--- config.mk ---
export PLATFORM = sky130hd
export DESIGN_NAME = gpio_input_conditioner
export DESIGN_NICKNAME = d
export VERILOG_FILES = /design/src/rtl/gpio_pkg.sv /design/src/rtl/gpio_debounce_ch.sv /design/src/rtl/gpio_input_conditioner.sv
export SDC_FILE = /design/constraint.sdc
export NUM_CORES = 2
export LEC_CHECK = 0
export ABC_AREA = 1
export ABC_CLOCK_PERIOD_IN_PS = 1300
export BUFFER_PORTS_ARGS = -buffer_cell sky130_fd_sc_hd__buf_2
export CORE_ASPECT_RATIO = 0.5
export CORE_MARGIN = 2
export CORE_UTILIZATION = 25
export DETAILED_ROUTE_END_ITERATION = 8
export GPL_ROUTABILITY_DRIVEN = 0
export PLACE_DENSITY = 0.4
export SLEW_MARGIN = 10
export SYNTH_ARGS = -nofsm -noshare
export SYNTH_HDL_FRONTEND = slang
export SYNTH_HIERARCHICAL = 1
export SYNTH_SLANG_ARGS = --single-unit
--- constraint.sdc ---
create_clock -name clk -period 1.3 [get_ports clk]
set_input_delay 0.195 -clock clk [delete_from_list [all_inputs] [get_ports clk]]
set_output_delay 0.195 -clock clk [all_outputs]
set_load 0.01 [all_outputs]
--- src/rtl/gpio_pkg.sv ---
// Shared constants for the GPIO input conditioner: clock rate and default geometry.
package gpio_pkg;

  localparam int CLK_HZ              = 50_000_000;
  localparam int CHANNELS_DEF        = 36;
  localparam int DEBOUNCE_CYCLES_DEF = CLK_HZ / 100;

endpackage

--- src/rtl/gpio_debounce_ch.sv ---
// One GPIO channel: two-flop synchroniser, stability counter, debounced level
// and registered rise/fall pulses.
module gpio_debounce_ch #(
  parameter int DEBOUNCE_CYCLES = 4,
  parameter int CNT_W           = 3
) (
  input  logic i_clk,
  input  logic i_rst_n,
  input  logic i_pin,
  output logic o_level,
  output logic o_rise,
  output logic o_fall
);

  localparam logic [CNT_W-1:0] TERM = CNT_W'(DEBOUNCE_CYCLES - 1);

  logic             r_sync_p0;
  logic             r_sync_p1;
  logic [CNT_W-1:0] r_cnt;
  logic             r_level;
  logic             r_rise;
  logic             r_fall;
  logic             w_diff;
  logic             w_term;

  assign w_diff = r_sync_p1 ^ r_level;
  assign w_term = w_diff && (r_cnt == TERM);

  // Synchroniser stage, then debounce/edge stage
  always_ff @(posedge i_clk or negedge i_rst_n) begin
    if (!i_rst_n) begin
      r_sync_p0 <= 1'b0;
      r_sync_p1 <= 1'b0;
      r_cnt     <= '0;
      r_level   <= 1'b0;
      r_rise    <= 1'b0;
      r_fall    <= 1'b0;
    end else begin
      r_sync_p0 <= i_pin;
      r_sync_p1 <= r_sync_p0;
      if (!w_diff || w_term) begin
        r_cnt <= '0;
      end else begin
        r_cnt <= r_cnt + CNT_W'(1);
      end
      if (w_term) begin
        r_level <= r_sync_p1;
      end
      r_rise <= w_term & r_sync_p1;
      r_fall <= w_term & ~r_sync_p1;
    end
  end

  assign o_level = r_level;
  assign o_rise  = r_rise;
  assign o_fall  = r_fall;

endmodule

--- src/rtl/gpio_input_conditioner.sv ---
// GPIO input conditioner top: per-channel debouncers plus sticky pending flags,
// interrupt mask and registered irq. Define GPIO_FALL_EDGE_EN to let releases set pending too.
module gpio_input_conditioner
  import gpio_pkg::*;
#(
  parameter int CHANNELS        = CHANNELS_DEF,
  parameter int DEBOUNCE_CYCLES = DEBOUNCE_CYCLES_DEF
) (
  input  logic                clk,
  input  logic                rst,
  input  logic [CHANNELS-1:0] gpio_in,
  output logic [CHANNELS-1:0] level,
  output logic [CHANNELS-1:0] rise_pulse,
  output logic [CHANNELS-1:0] fall_pulse,
  output logic [CHANNELS-1:0] pending,
  input  logic [CHANNELS-1:0] evt_clr,
  input  logic                mask_we,
  input  logic [CHANNELS-1:0] mask_wdata,
  output logic [CHANNELS-1:0] irq_mask,
  output logic                irq
);

  localparam int CNT_W = $clog2(DEBOUNCE_CYCLES + 1);

  logic [CHANNELS-1:0] w_level;
  logic [CHANNELS-1:0] w_rise;
  logic [CHANNELS-1:0] w_fall;
  logic [CHANNELS-1:0] w_set;
  logic [CHANNELS-1:0] r_pending;
  logic [CHANNELS-1:0] r_mask;
  logic                r_irq;

  for (genvar g = 0; g < CHANNELS; g++) begin : g_ch
    gpio_debounce_ch #(
      .DEBOUNCE_CYCLES(DEBOUNCE_CYCLES),
      .CNT_W          (CNT_W)
    ) u_ch (
      .i_clk  (clk),
      .i_rst_n(rst),
      .i_pin  (gpio_in[g]),
      .o_level(w_level[g]),
      .o_rise (w_rise[g]),
      .o_fall (w_fall[g])
    );
  end

`ifdef GPIO_FALL_EDGE_EN
  assign w_set = w_rise | w_fall;
`else
  assign w_set = w_rise;
`endif

  // Event stage: set has priority over a simultaneous clear
  always_ff @(posedge clk or negedge rst) begin
    if (!rst) begin
      r_pending <= '0;
      r_mask    <= '0;
      r_irq     <= 1'b0;
    end else begin
      r_pending <= (r_pending & ~evt_clr) | w_set;
      if (mask_we) begin
        r_mask <= mask_wdata;
      end
      r_irq <= |(r_pending & r_mask);
    end
  end

  assign level      = w_level;
  assign rise_pulse = w_rise;
  assign fall_pulse = w_fall;
  assign pending    = r_pending;
  assign irq_mask   = r_mask;
  assign irq        = r_irq;

endmodule

==> results.yml <==
status:
  outcome: "complete, but fails checks"
  violations: "negative setup slack"
placement:
  dp_hpwl_um: 94200
  dpl_cell_area_sq_um: 59900
  portBuffers: 291
  place_ws_ns: -0.343
floorplan:
  die_w_um: 622
  fp-row-count: 113
  core_sq_um: 190000
  initial_utilization_pct: 25.1
  dieArea_sq_um: 195000
  die_h_um: 313
  io_pins: 292
layout:
  drive_gt1_share_pct: 34.2
  final_area_sq_um: 70500
  fin_nets: 7643
  utilization_pct: 37.1
  area_growth_syn_to_layout_pct: 47.7
yosys:
  syn_avg_cell_area_sq_um: 8.14
  yosysSeqAreaShare_pct: 49.1
  ys_types: 25
  synthArstFlopShare_pct: 100
  syn_area_sq_um: 47800
  synthTopCellsByArea: "dfrtp_1 (49%), nor2_1 (11%), nand2_1 (9.5%), nand3_1 (6.0%), inv_1 (4.0%)"
  synth.most_common_cell: "nor2_1"
  yosysWarnings: 6
  syn_inst: 5865
  ys_ff_latch: 937
  ys_top_cells_by_count: "nor2_1 (1,377), nand2_1 (1,203), dfrtp_1 (937)"
  synth_edf_count: 0
  synth_top_cell_area_share_pct: 49.1
  synth_nets: 6012
  yosysTopAreaCell: "dfrtp_1"
  synth-main-ff-cell: "dfrtp_1"
setup_path:
  crit_family: "flip-flops"
  worstPathArrival_ns: 1.45
  critical_path_class: "reg -> out"
  critPathMaxFanout: 3
  path_cells: "buf_6 -> buf_6"
  setup.worst_path.start_class: "flop"
  cpMaxStageDelayCell: "dfrtp_2"
  path_common_cell: "buf_6"
  cp_data_required_time_ns: 1.11
  critPathCaptureType: "primary output"
  path_buf_inv: 2
  slowest_delay_ns: 0.48
grt:
  antenna_found_initial: 4
  grt_pass1_vias: 41500
  grt-ovfl-total: 0
  grt_max_degree: 51
  grt_pass1_wl_um: 215000
  grt_usage_pct: 13.4
power:
  leakage_nw: 31.8
  power_density_nw_per_um2: 926
  peakVddDrop_v: 0.00113
worst_hold_path:
  hold_class: "in -> async"
sta:
  fin_crit_ns: 1.64
  max_freq_mhz: 610
  maxSlewViolCount: 0
  worstMarginPinSlew_ns: 0.453
  relSlewSlack_pct: 69.8
  setup_violations: 688
  skew_ns: 0.0217
  layout_setup_ws_ns: -0.340
  rsz0062_at_grt: "true"
  min_period_over_period_pct: 126
  final_hold_viol_count: 0
clocking:
  cts_buffers: 102
  cts_tree: "built"
  clockBufferDepth: 3
  clk_pin_slew_ns: 0.06
  clock_sinks: 937
  htree_levels: 3
  root_buffer: "clkbuf_16"
  clk_latency_ns: 0.70
drt:
  drc: 0
  vias: 41300
  detail_route.iter0.violations: 1907
  vias_per_cell: 4.08
  drt-pass1-iter-count: 5
  detail_route.wl_per_cell_um: 12.9
  totalWireLength_um: 131000
  antenna_left: 0
job:
  drv_cap: 0
final cells by class:
| type | count | area (sq um) |
|---|---|---|
| timing repair buffer | 1549 | 12800 |
| antenna | 2 | 5.00 |
| tap | 2530 | 3170 |
| clock inverter | 44 | 557 |
| clock buffer | 141 | 2960 |
| sequential | 937 | 23500 |
| multi-input combinational | 4222 | 24900 |
| inverter | 684 | 2570 |
| fill | 19500 | 119000 |
registers in the layout, summed over array words and instances (netlist names):
signal and flops:
g_ch.u_ch/r_cnt 684, g_ch.u_ch/o_fall 36, g_ch.u_ch/o_level 36, g_ch.u_ch/o_rise 36, g_ch.u_ch/r_sync_p0 36, g_ch.u_ch/r_sync_p1 36, irq_mask 36, pending 36
irq 1
cells by family (layout without fill, tap and decap cells):
kind of cell               count (synthesis)  after routing  share of synthesized area, %
other                                      0              2                             0
xor gates and xnor gates                 360            360                          7.17
adders and majority gates                 36             36                         0.943
muxes                                     36             36                          1.08
DFF                                      937            937                          49.1
and+or+nand+nor                         3484           3502                          31.9
buffers and inverters                    724           2418                          6.37
AOI/OAI and AO/OA                        288            288                          3.40
power by group:
part           leakage (nW)  switching (W)  internal (W)
sequential             12.7       0.000541        0.0297
clock                  1.74         0.0127        0.0182
combinational          17.4        0.00213       0.00198
routing by layer:
layer	wire (um)	vias to the layer above	share of wire (%)	GRT usage (%)
met1	59500	19300	46	17.1
met4	3520	0	2.7	3.85
li1	-	21600	-	-
met3	2880	162	2.2	1.83
met5	0	-	0	0
met2	64700	267	50	23.5
worst register-to-register path: stages, from the launching register on:
cell and delay (ns):
dfrtp_1 0.40, ha_4 0.17, nand2_4 0.05, nor2_4 0.17, nand2_2 0.10, nor2_4 0.22, nand3_2 0.11, nand3_2 0.07
nor2_1 0.05
path summary, 6_finish.rpt:
kind / from / to / slack (ns) / cells after the start
min in group clk: gpio_in[22] / g_ch[22].u_ch/r_sync_p0 / 0.13 / 2
worst max-delay path: pending[35] / pending[35] / -0.34 / 2
worst min register to register: g_ch[8].u_ch/r_sync_p0 / g_ch[8].u_ch/r_sync_p1 / 0.34 / 0
worst max register to register: g_ch[10].u_ch/r_cnt[0] / g_ch[10].u_ch/r_cnt[14] / -0.15 / 8
worst min-delay path: rst / g_ch[33].u_ch/r_cnt[7] / 0.13 / 3
max in group asynchronous: rst / g_ch[2].u_ch/r_cnt[16] / 0.51 / 3
through the flow:
stage	total power [W]	TNS [ns]	hold WS (ns)	instances
after CTS	0.0666	-57.70	0.0517	10000
after floorplan	0.0321	0	-0.101	5865
after global routing	0.0685	-128.41	0.0777	10100
final	0.0653	-48.57	0.132	10100
after global placement	0.0338	-30.25	0.0407	9533
after detailed placement	0.0339	-36.19	0.0428	9533
what timing repair did:
item                                    in CTS  in global routing
pin swaps                                  197                156
endpoints found under the hold margin     1045                  0
resized for setup                          478                382
gates cloned                                13                  5
hold buffers                               111                  0
endpoints found under the setup margin     943                971
setup buffers                              194                 82
cells in the final DEF, fill, tap and decap left out, types with 25 or more instances in the layout:
cell              n
a21oi_1         132
nor2_4          142
o21bai_1         72
buf_12           58
mux2_4           30
o21ai_0          70
buf_6           183
buf_4           993
nand2_2         121
inv_2           107
ha_4             36
nand2_8          44
nand2_1        1125
dfrtp_1         890
nor2_2          176
clkbuf_16       104
nand3_2         115
xor2_1          173
nand3_4          36
xnor2_1         137
nand4_1          39
buf_2           201
dlygate4sd3_1   111
inv_1           503
clkinv_1         72
dfrtp_2          47
nor2_1         1167
nand3_1         462
nand2_4          39
xor2_4           25
Note: power is estimated with default switching activity, not from simulation.
